[src/rtl/multdiv_issue_ctrl.sv]
// Issue controller for the multi-cycle multiply/divide unit.
// Launches MULT/DIV over a start/done handshake, owns HI/LO, and stalls
// only instructions that depend on an operation still outstanding.
//
//   state | meaning
//   ------+---------------------------------------------------------
//   IDLE  | no operation outstanding; MULT/DIV accepted without stall
//   BUSY  | unit running; waiting for md_done_i or the timeout

`ifndef ALU_CTL_BITS
`define ALU_CTL_BITS 4
`endif
`ifndef ALU_CTL_MULT
`define ALU_CTL_MULT 4'd8
`endif
`ifndef ALU_CTL_DIV
`define ALU_CTL_DIV 4'd9
`endif
`ifndef ALU_CTL_MFHI
`define ALU_CTL_MFHI 4'd10
`endif
`ifndef ALU_CTL_MFLO
`define ALU_CTL_MFLO 4'd11
`endif

module multdiv_issue_ctrl #(
    parameter int TIMEOUT = 48
) (
    input  logic                     clk_i,
    input  logic                     rst_i,
    input  logic [`ALU_CTL_BITS-1:0] ALUCtl_i,
    input  logic [31:0]              Op1_i,
    input  logic [31:0]              Op2_i,
    output logic [31:0]              Res_o,
    output logic                     Stall_o,
    output logic                     err_o,
    output logic                     md_start_o,
    output logic                     md_op_o,
    output logic [31:0]              md_a_o,
    output logic [31:0]              md_b_o,
    input  logic                     md_done_i,
    input  logic [31:0]              md_hi_i,
    input  logic [31:0]              md_lo_i
);

    localparam int CW = ($clog2(TIMEOUT) > 6) ? $clog2(TIMEOUT) : 6;
    localparam logic [CW-1:0] CNT_LAST = CW'(TIMEOUT - 1);

    typedef enum logic {IDLE = 1'b0, BUSY = 1'b1} state_t;

    state_t        state, state_nxt;
    logic [31:0]   hi, lo;
    logic [CW-1:0] cnt;
    logic          err;

    logic is_mult, is_div, is_mfhi, is_mflo, is_md;
    logic div_zero, launch, take_done, tmo;

    assign is_mult   = (ALUCtl_i == `ALU_CTL_BITS'(`ALU_CTL_MULT));
    assign is_div    = (ALUCtl_i == `ALU_CTL_BITS'(`ALU_CTL_DIV));
    assign is_mfhi   = (ALUCtl_i == `ALU_CTL_BITS'(`ALU_CTL_MFHI));
    assign is_mflo   = (ALUCtl_i == `ALU_CTL_BITS'(`ALU_CTL_MFLO));
    assign is_md     = is_mult | is_div;

    // Divide by zero never reaches the unit; HI/LO are written directly.
    assign div_zero  = (state == IDLE) && is_div && (Op2_i == 32'd0);
    assign launch    = (state == IDLE) && is_md && !(is_div && (Op2_i == 32'd0));
    assign take_done = (state == BUSY) && md_done_i;
    // Done in the same cycle as the last allowed count takes priority.
    assign tmo       = (state == BUSY) && !md_done_i && (cnt == CNT_LAST);

    // State register.
    always_ff @(posedge clk_i) begin
        if (rst_i) state <= IDLE;
        else       state <= state_nxt;
    end

    // Next-state decision.
    always_comb begin
        state_nxt = state;
        case (state)
            IDLE:    if (launch) state_nxt = BUSY;
            BUSY:    if (take_done || tmo) state_nxt = IDLE;
            default: state_nxt = IDLE;
        endcase
    end

    // Launch registers, timeout counter, HI/LO and the sticky error.
    always_ff @(posedge clk_i) begin
        if (rst_i) begin
            md_start_o <= 1'b0;
            md_op_o    <= 1'b0;
            md_a_o     <= 32'd0;
            md_b_o     <= 32'd0;
            cnt        <= '0;
            hi         <= 32'd0;
            lo         <= 32'd0;
            err        <= 1'b0;
        end else begin
            md_start_o <= launch;
            if (launch) begin
                md_op_o <= is_div;
                md_a_o  <= Op1_i;
                md_b_o  <= Op2_i;
                cnt     <= '0;
            end else if (state == BUSY) begin
                cnt <= cnt + 1'b1;
            end
            if (div_zero) begin
                hi <= Op1_i;
                lo <= 32'hFFFF_FFFF;
            end else if (take_done) begin
                hi <= md_hi_i;
                lo <= md_lo_i;
            end else if (tmo) begin
                hi  <= 32'd0;
                lo  <= 32'd0;
                err <= 1'b1;
            end
        end
    end

    assign err_o = err;

    // Stall and result outputs; the done cycle bypasses the unit result.
    always_comb begin
        Stall_o = 1'b0;
        Res_o   = 32'd0;
        if (!rst_i && state == BUSY) begin
            if (is_md)                          Stall_o = 1'b1;
            else if ((is_mfhi || is_mflo) && !md_done_i) Stall_o = 1'b1;
        end
        if (is_mfhi)      Res_o = take_done ? md_hi_i : hi;
        else if (is_mflo) Res_o = take_done ? md_lo_i : lo;
    end

endmodule
[config.mk]
export PLATFORM = sky130hd
export DESIGN_NAME = multdiv_issue_ctrl
export DESIGN_NICKNAME = d
export VERILOG_FILES = /design/src/rtl/multdiv_issue_ctrl.sv
export SDC_FILE = /design/constraint.sdc
export NUM_CORES = 1
export LEC_CHECK = 0
export ABC_AREA = 1
export BUFFER_PORTS_ARGS = -buffer_cell sky130_fd_sc_hd__buf_2
export CORE_MARGIN = 4
export CORE_UTILIZATION = 50
export DETAILED_ROUTE_END_ITERATION = 10
export HOLD_SLACK_MARGIN = 0.12
export PLACE_DENSITY = 0.83
export SLEW_MARGIN = 0
export SYNTH_ARGS = -nofsm -noshare
export SYNTH_HDL_FRONTEND = slang
export SYNTH_SLANG_ARGS = --single-unit
[constraint.sdc]
create_clock -name clk_i -period 4.25 [get_ports clk_i]
set_clock_uncertainty 0.1 [all_clocks]
set_input_delay 0.2125 -clock clk_i [delete_from_list [all_inputs] [get_ports clk_i]]
set_output_delay 0.2125 -clock clk_i [all_outputs]
set_load 0.05 [all_outputs]
### Word-level counts from Yosys, hierarchy flattened

Cells that the tools add are included.

* output and inout bits: 100
* input port bits: 135
* logic and storage cells: 53
* register bits after elaboration: 138

* equality and inequality tests: 5
* muxes and demuxes: 15
* reduce and logical (&&, ||, !) cells: 19
* bitwise gates (word level): 4
* $add $sub $neg: 1

Operators with widths (number)
* 32-bit 2-to-1 mux: 9
* 32-bit logical NOT: 1
* 4-bit equality test (second input constant): 4
* 1-bit logical AND: 10
* 6-bit by 1-bit adder with 6-bit output (second input constant): 1
* 6-bit equality test (second input constant): 1
* 1-bit 2-to-1 mux: 5
* 1-bit logical NOT: 3
* 1-bit inverter: 3
* 3-bit AND reduction: 1
* 3-bit nonzero test: 1
* 1-bit logical OR: 2
* 1-bit case mux with 2 select lines: 1
* 2-bit OR reduction: 1
* 1-bit bitwise OR: 1

### Logic depth before layout (Yosys ltp)

Gate-level depths: netlist of the first run.

* depth in word-level cells: 6
* gate-level depth with buffers: 11
* mapped depth without buffers: 10

### Worst setup path after synthesis of the first run

Ideal clock, no wire load.

* path kind: reg2out
* from: register state
* to: output Stall_o
* required time: 3.938 ns
* path buffers: 1
* arrival: 2.953 ns
* cell stages (with the launch flop): 4
* slack: 0.985 ns
* cells stage by stage: dfxtp_1 > buf_4 > inv_2 > a2111oi_0

* longest elaborated chain between the ends: 2

RTL lines
* start: declaration: RTL line 51 `state_t state, state_nxt;`
* start signal: assignment: RTL line 75 `else state <= state_nxt;`
* 1-bit logical AND: RTL line 129 `if (!rst_i && state == BUSY) begin`
* 1-bit 2-to-1 mux: RTL line 129
* end: declaration: RTL line 35 `output logic Stall_o,`

Every way passes these cells.

### Worst setup path after layout of the first run

* from: register state
* to: output Res_o[1]

* longest elaborated chain between the ends: 4
* elaborated cells between the ends (all ways): 5
* those cells by class: 4 x mux; 1 x reduce/logical

RTL lines
* 1-bit logical AND (*): RTL line 68 `assign take_done = (state == BUSY) && md_done_i;`
* 32-bit 2-to-1 mux (2 in a row): RTL line 134 `else if (is_mflo) Res_o = take_done ? md_lo_i : lo;`
* 32-bit 2-to-1 mux (*): RTL line 133 `if (is_mfhi) Res_o = take_done ? md_hi_i : hi;`
* end: declaration: RTL line 34 `output logic [31:0] Res_o,`

Every way passes the cells marked *; elsewhere a longest branch is shown, timed or not.

==> flow_summary.toml, run 1 <==
[yosys]
synth_top_family_by_area = "simple AND/OR/NAND/NOR gates"
ys_ff_latch = 138
synth_mux_area_frac = 0
async_flop_share = 0
synth_edf_count = 0
synthAdderAreaFrac = 0.00175
syn_area_sq_um = 7170
yosysTopAreaCell = "dfxtp_1"
synth_top_area_frac = 0.385
synth_top_flop_cell = "dfxtp_1"
seq_area_frac_synth = 0.385
synth_fp_nets = 1250
syn_avg_cell_area_sq_um = 6.43
synth.distinct_cells = 26
synthSimpleGateAreaFrac = 0.393
ys_top_cells_by_count = "nand2_1, nand3_1, dfxtp_1"
netlist_instances = 1114
yosys_warnings = 0
synth_most_common_cell = "nand2_1"
synthTopCellsByArea = "dfxtp_1, nand2_1, nand3_1, inv_1, nand4_1"
synth_compound_area_frac = 0.0815
synthXorXnorAreaFrac = 0.00611

[route]
drtPass1Iterations = 6
drt_iter0_markers = 833
routed_wl_um = 25200
drc = 0
detail-route-antenna-nets = 0
wl_per_cell_um = 15.8
via_per_inst = 5.44
dr_total_vias = 8675

[worst_setup_path]
criticalPathCategory = "register to output port"
critPathBufInv = 4
crit_family = "buffers and inverters"
cpPeakStageDelay_ps = 660
crit_fanout = 96
required_ps = 3940
crit_slowest_cell = "buf_4"
crit_chain = "nand2_2 -> inv_2 -> buf_4 -> nand2_1 -> o21ai_0 -> inv_1 -> o22ai_1 -> buf_2"
endpoint_kind = "output port"
critPathLaunchType = "register"
cp_data_arrival_time_ps = 2840

[clock_tree]
postCtsResizedCells = 0
cts_setup_buffers = 0
cts_buffers = 17
tritoncts = "yes"
clockBufferDepth = 2
path_clk_slew_ps = 60
cts_root_buf = "clkbuf_16"
ctsHtreeMaxLevel = 4
numClockSinks = 138
cts_hold_buf = 110
insertion_delay_ps = 420

[final_layout]
drive_gt1_frac = 0.209
post-route-util = 0.714
area_delta_synth_final_pct = 38.8
layout.nets = 1536
nFillCells = 1051

[die]
die_y_um = 128
rows = 43
start_util = 0.514
core-area_sq_um = 13900
dieArea_sq_um = 16300
num_io_pins = 235
die-width_um = 128

[global_route]
first_global_vias = 8097
grt_first_pass_wirelength_um = 40000
grt_max_degree = 97
antenna_found_initial = 2
grt.overflow.total = 0
grt_util_all_layers = 0.298

[timing]
setup_viol_count_final = 0
rsz0062_at_grt = "false"
tns_ps = 0
final.min_clock_period_ps = 3150
max_slew_margin = 0.397
worst-slew-pin-transition_ps = 904
fmax_ghz = 0.317
drv_slew = 0
hold_viol = 0
fin_crit_sh = 0.742

[outcome]
outcome = "finished, final reports clean"

[run]
drv_cap = 0

[placed_design]
gp_congestion = 0.906
port_buffers = 234
hpwl_um = 15300

[power_and_ir_drop]
cellLeakagePower_nw = 5.14
powerDensity_nw_per_um2 = 333
peakVddDrop_uv = 259

[hold_path]
min_path_type = "input port to register"
[metal layers]
metal | GRT usage | wire, um | vias up
met5 | 0 | 0 | -
met4 | 0.135 | 971 | 0
met3 | 0.0842 | 2480 | 98
met2 | 0.478 | 11700 | 500
met1 | 0.373 | 10000 | 3886
li1 | - | - | 4191
[placed cells by master, fill, tap and decap left out]
cell / n
nand3_2: 1
nand3_1: 165
clkinv_4: 2
inv_2: 3
nand4_1: 66
o21ai_0: 32
ha_1: 1
nor3_4: 1
diode_2: 3
dfxtp_1: 138
inv_4: 1
buf_4: 14
o22ai_1: 32
nor2_1: 62
clkbuf_16: 17
dlygate4sd3_1: 110
clkinvlp_4: 5
xor2_1: 3
clkbuf_8: 1
a2111oi_0: 1
inv_6: 2
a31oi_1: 32
inv_1: 133
nand2_2: 6
nor2_4: 1
nand2_1: 338
buf_2: 234
xnor2_1: 2
bufinv_16: 2
clkinv_2: 3
nor2_2: 2
a21oi_1: 3
[area by class of cell]
class,count,area [sq um],area share
well taps,180,225,0.0226
flip-flops and latches,138,2760,0.278
multi-input cells,748,3470,0.349
clock buffers,18,439,0.0442
inverters,137,517,0.0520
diodes,3,7.51,0.000755
clock inverters,14,148,0.0148
repair buffers,358,2380,0.239
[kinds of logic (layout without fill, tap and decap cells)]
| logic type | count (synthesis) | in the layout |
|---|---|---|
| AO/OA/AOI/OAI | 100 | 100 |
| XOR/XNOR | 5 | 5 |
| adder cells (fa/ha/maj) | 1 | 1 |
| buffers and inverters | 228 | 527 |
| flip-flops | 138 | 138 |
| other | 0 | 3 |
| AND/OR/NAND/NOR | 642 | 642 |
[flip-flops by register name, summed over array words and instances, names as in the netlist, 6 cells and up]
signal,flops
hi,32
cnt,6
lo,32
md_a_o,32
md_b_o,32
[path summary, 6_finish.rpt]
| kind | end | startpoint | cells past startpoint | slack (ps) |
|---|---|---|---|---|
| setup / recovery | Res_o[1] | state | 8 | 1100 |
| hold / removal | hi[23] | md_hi_i[23] | 7 | 140 |
| setup reg to reg | hi[9] | state | 7 | 1340 |
| hold reg to reg | err_o | err_o | 2 | 350 |
[power by group]
part | internal, W | total (W) | switching, W
Combinational | 0.000185 | 0.000477 | 0.000292
Sequential | 0.00133 | 0.00135 | 0.0000207
Clock | 0.000880 | 0.00148 | 0.000599
Total | 0.00240 | 0.00331 | 0.000911
[metrics by stage]
step / instances / hold slack (ps) / instance area, sq um / power (W) / worst slack, ps
after floorplan: 1114 / 267 / 7170 / 0.00163 / 985
after global placement: 1451 / 336 / 8250 / 0.00176 / 1530
after detailed placement: 1451 / 338 / 8250 / 0.00176 / 1420
after CTS: 1593 / 121 / 9940 / 0.00331 / 1080
after global routing: 1595 / 183 / 9940 / 0.00341 / 778
final: 1596 / 142 / 9940 / 0.00331 / 1100
[worst min-delay path: cells and delay by family]
kind                   cells  cell delay [ps]
and+or+nand+nor            5              300
buffers and inverters      2              120
No activity file was read; power rests on OpenSTA's default activity.
==> run 2: changes to the inputs <==
Settings changed: ABC_AREA 1 to 0, CORE_UTILIZATION 50 to 46, PLACE_DENSITY 0.83 to 0.81.
Clock period 4.25 ns to 2.9 ns, I/O delays scaled along.
==> flow_summary.toml, run 2 <==
[outcome]
outcome = "finished, final reports clean"

[global_route]
grt.overflow.total = 0
grt_max_degree = 105
grt_first_pass_wirelength_um = 39600
first_global_vias = 7859
antenna_found_initial = 0
grt_util_all_layers = 0.299

[timing]
worst-slew-pin-transition_ps = 949
rsz0062_at_grt = "false"
tns_ps = 0
fmax_ghz = 0.367
fin_crit_sh = 0.939
setup_viol_count_final = 0
drv_slew = 0
hold_viol = 0
final.min_clock_period_ps = 2720
max_slew_margin = 0.366

[worst_setup_path]
reg2reg_to = "hi[10]"
critPathLaunchType = "input port"
r2r_cells = 7
required_ps = 3110
timing.rr.start = "state"
cp_num_cells = 8
crit_family = "buffers and inverters"
crit_fanout = 31
crit_slowest_cell = "dlygate4sd3_1"
endpoint_kind = "register"
regToRegSetupSlack_ps = 310
critPathBufInv = 4
cp_common_cell = "dlygate4sd3_1"
crit_chain = "dlygate4sd3_1 -> buf_2 -> nor4_1 -> nand4_1 -> buf_4 -> o41ai_1 -> a31oi_1 -> dlygate4sd3_1"
cp_data_arrival_time_ps = 2940
cpPeakStageDelay_ps = 570
criticalPathCategory = "input port to register"

[hold_path]
min_path_type = "input port to register"
worstHoldStart = "ALUCtl_i[1]"
holdPathStages = 3
hold_path_end = "md_op_o"

[yosys]
synth_edf_count = 0
synth_fp_nets = 924
syn_avg_cell_area_sq_um = 8.55
synthTopCellsByArea = "dfxtp_1, nand2_1, a21boi_0, o221ai_2, mux2i_1"
synth_most_common_cell = "nand2_1"
syn_area_sq_um = 6740
synth.distinct_cells = 41
synth_top_flop_cell = "dfxtp_1"
synth_top_area_frac = 0.410
yosysTopAreaCell = "dfxtp_1"
netlist_instances = 788
yosys_warnings = 0
seq_area_frac_synth = 0.410
ys_top_cells_by_count = "nand2_1, dfxtp_1, a21boi_0"
ys_ff_latch = 138
async_flop_share = 0

[die]
core-area_sq_um = 14100
rows = 43
die-width_um = 129
num_io_pins = 235
dieArea_sq_um = 16700
start_util = 0.478
die_y_um = 129

[clock_tree]
clockBufferDepth = 2
tritoncts = "yes"
ctsHtreeMaxLevel = 4
cts_setup_buffers = 0
numClockSinks = 138
postCtsResizedCells = 0
cts_buffers = 17
path_clk_slew_ps = 60
cts_root_buf = "clkbuf_16"
cts_hold_buf = 132
insertion_delay_ps = 420

[power_and_ir_drop]
clock_power_share = 0.464
powerDensity_nw_per_um2 = 500
p_sw_w = 0.00127
peakVddDrop_uv = 398
netSwitchingFraction = 0.255
pwr-share-seq = 0.394
pwr-share-comb = 0.142
cellLeakagePower_nw = 4.34
internal_power_w = 0.00372

[route]
drt_iter0_markers = 723
wl_per_cell_um = 19.5
via_per_inst = 5.96
drtPass1Iterations = 5
dr_total_vias = 7803
detail-route-antenna-nets = 0
drc = 0
routed_wl_um = 25500

[placed_design]
port_buffers = 234
gp_congestion = 0.801
hpwl_um = 14500
dp_cells = 1146

[final_layout]
drive_gt1_frac = 0.289
post-route-util = 0.709
area_delta_synth_final_pct = 48.2
diodes = 0
layout_commonest_cell = "buf_2"
final_cell_mix = "buf_2, nand2_1, dfxtp_1"
layout.nets = 1253
layout.cells.non_filler = 1309

[run]
drv_cap = 0
[run 2: cells by family after synthesis]
logic type	after synthesis	synth area share
flops	138	0.410
compound gates	295	0.333
xor+xnor	5	0.00650
fa+ha+maj	1	0.00186
simple gates	234	0.145
mux	34	0.0505
buf+inv	81	0.0525
[run 2: cell type report]
class	instances	area [sq um]
Tap cell	180	225
Sequential cell	138	2760
Multi-Input combinational cell	569	3650
Timing Repair Buffer	387	2700
Clock inverter	12	173
Clock buffer	19	453
Inverter	4	17.5
Fill cell	994	4110
[run 2: how the worst max path moves through the flow]
stage / from / slack (ps) / to
2_1_floorplan: state / 520 / Res_o[0]
3_3_place_gp: ALUCtl_i[2] / 680 / Res_o[0]
3_5_place_dp: ALUCtl_i[2] / 660 / Res_o[1]
4_1_cts: md_done_i / 290 / Res_o[17]
5_1_grt: Op2_i[16] / 70 / hi[13]
6_report: Op2_i[16] / 180 / hi[10]
[run 2: metrics by stage]
step	hold slack (ps)	power (W)	cell area (sq um)	worst slack, ps
3_3_place_gp	285	0.00255	8040	680
6_report	222	0.00499	9990	177
4_1_cts	201	0.00499	9990	292
3_5_place_dp	286	0.00255	8040	659
5_1_grt	222	0.00514	9990	67.8
2_1_floorplan	163	0.00234	6740	522
[run 2: power by group through the flow]
stage               clock (W)  combinational [W]  sequential (W)
floorplan                   0           0.000223         0.00211
global placement            0           0.000540         0.00201
global route          0.00242           0.000748         0.00197
detailed placement          0           0.000547         0.00201
CTS                   0.00234           0.000685         0.00197
finish                0.00232           0.000708         0.00197
[run 2: tightest hold or removal path, delay by kind of cell]
kind	cells	cell delay [ps]
AO/OA/AOI/OAI	1	280
buffers and inverters	1	170
AND/OR/NAND/NOR	1	110
[run 2: layer usage]
metal	routed length, um	vias up	GRT usage
met5	0	-	0
met4	1310	0	0.177
met3	2010	111	0.0664
met2	12600	468	0.507
met1	9610	3647	0.344
li1	-	3577	-
==> run 3: changes to the inputs <==
Settings changed: SETUP_SLACK_MARGIN from default to 0.3.
==> flow_summary.toml, run 3 (synthesis gave the netlist of run 2 again) <==
[worst_setup_path]
crit_fanout = 48
crit_slowest_cell = "dfxtp_1"
reg2reg_to = "hi[10]"
r2r_cells = 7
cpPeakStageDelay_ps = 320
required_ps = 2650
endpoint_kind = "output port"
timing.rr.start = "state"
cp_data_arrival_time_ps = 2250
regToRegSetupSlack_ps = 450
crit_chain = "buf_4 -> nand2_2 -> buf_12 -> a21boi_0 -> o22ai_1 -> buf_2"
criticalPathCategory = "register to output port"
critPathLaunchType = "register"

[placed_design]
pre_cts_ws_ps = 659
place_area_sq_um = 8040
gp_congestion = 0.801
hpwl_um = 14500
port_buffers = 234

[power_and_ir_drop]
powerDensity_nw_per_um2 = 497
peakVddDrop_uv = 389
total_power_w = 0.00500
cellLeakagePower_nw = 4.35

[route]
via_per_inst = 5.99
dr_total_vias = 7840
detail-route-antenna-nets = 0
drtPass1Iterations = 5
drt_iter0_markers = 768
routed_wl_um = 25700
drc = 0
wl_per_cell_um = 19.6

[final_layout]
layout.nets = 1253
fin_area_sq_um = 10100
final_cell_mix = "buf_2, nand2_1, dfxtp_1"
diodes = 0
drive_gt1_frac = 0.297
area_delta_synth_final_pct = 49.4
layout_commonest_cell = "buf_2"

[global_route]
grt.overflow.total = 0
first_global_vias = 7839
antenna_found_initial = 0
grt_max_degree = 105
grt_util_all_layers = 0.300
grt_first_pass_wirelength_um = 39600

[timing]
final.min_clock_period_ps = 2490
worst-slew-pin-transition_ps = 954
fin_crit_sh = 0.859
tns_ps = 0
drv_slew = 0
fin_ws_ps = 408
setup_viol_count_final = 0
fmax_ghz = 0.401
hold_viol = 0
max_slew_margin = 0.362
hold-worst-slack_ps = 202
rsz0062_at_grt = "false"

[clock_tree]
cts_setup_buffers = 0
cts_buffers = 17
path_clk_slew_ps = 60
clockBufferDepth = 2
tritoncts = "yes"
cts_root_buf = "clkbuf_16"
insertion_delay_ps = 420
ctsHtreeMaxLevel = 4
numClockSinks = 138

[die]
dieArea_sq_um = 16700
die-width_um = 129
core-area_sq_um = 14100
die_y_um = 129
num_io_pins = 235
rows = 43
start_util = 0.478

[hold_path]
worstHoldStart = "md_done_i"
hold_path_end = "hi[21]"
holdPathStages = 4
min_path_type = "input port to register"

[outcome]
outcome = "finished, final reports clean"

[run]
drv_cap = 0
-- run 3: per-layer routing --
| metal | vias to the layer above | track usage | wire, um |
|---|---|---|---|
| met3 | 129 | 0.0672 | 2080 |
| li1 | 3561 | - | - |
| met1 | 3685 | 0.347 | 9630 |
| met2 | 465 | 0.507 | 12600 |
| met4 | 0 | 0.176 | 1420 |
| met5 | - | 0 | 0 |
-- run 3: cell type report --
cell class,count,area (sq um)
timing repair buffer,387,2720
sequential,138,2760
clock inverter,12,173
fill,995,4030
multi-input combinational,569,3720
tap,180,225
inverter,4,17.5
clock buffer,19,453
-- run 3: stage by stage --
step / utilization / instances
after detailed placement: 0.570 / 1146
after CTS: 0.709 / 1309
after global placement: 0.570 / 1146
after global routing: 0.714 / 1309
after floorplan: - / 788
final: 0.714 / 1309
-- run 3: worst max-delay path: cells and delay by family, from the launching register on --
kind	cells	cell delay, ps
buffers and inverters	3	730
and+or+nand+nor	1	240
DFF	1	320
AOI/OAI and AO/OA	2	480
-- run 3: power breakdown --
group          switching [W]  total [W]  internal, W  leakage [nW]
sequential         0.0000246    0.00197      0.00194          1.12
combinational       0.000415   0.000717     0.000302          2.93
clock               0.000843    0.00232      0.00147         0.305
-- run 3: worst max path at each step --
stage,startpoint,end,cells past startpoint
4_1_cts,Op2_i[16],hi[13],8
2_1_floorplan,state,Res_o[0],7
5_1_grt,rst_i,hi[10],7
6_report,state,Res_o[25],6
3_5_place_dp,ALUCtl_i[2],Res_o[1],6
3_3_place_gp,ALUCtl_i[2],Res_o[0],6
-- run 3: timing repair --
| item | in CTS | in global routing |
|---|---|---|
| hold endpoints to repair | 131 | 0 |
| gates resized for setup | 0 | 14 |
| endpoints found under the setup margin | 0 | 4 |
| hold buffers | 132 | 0 |
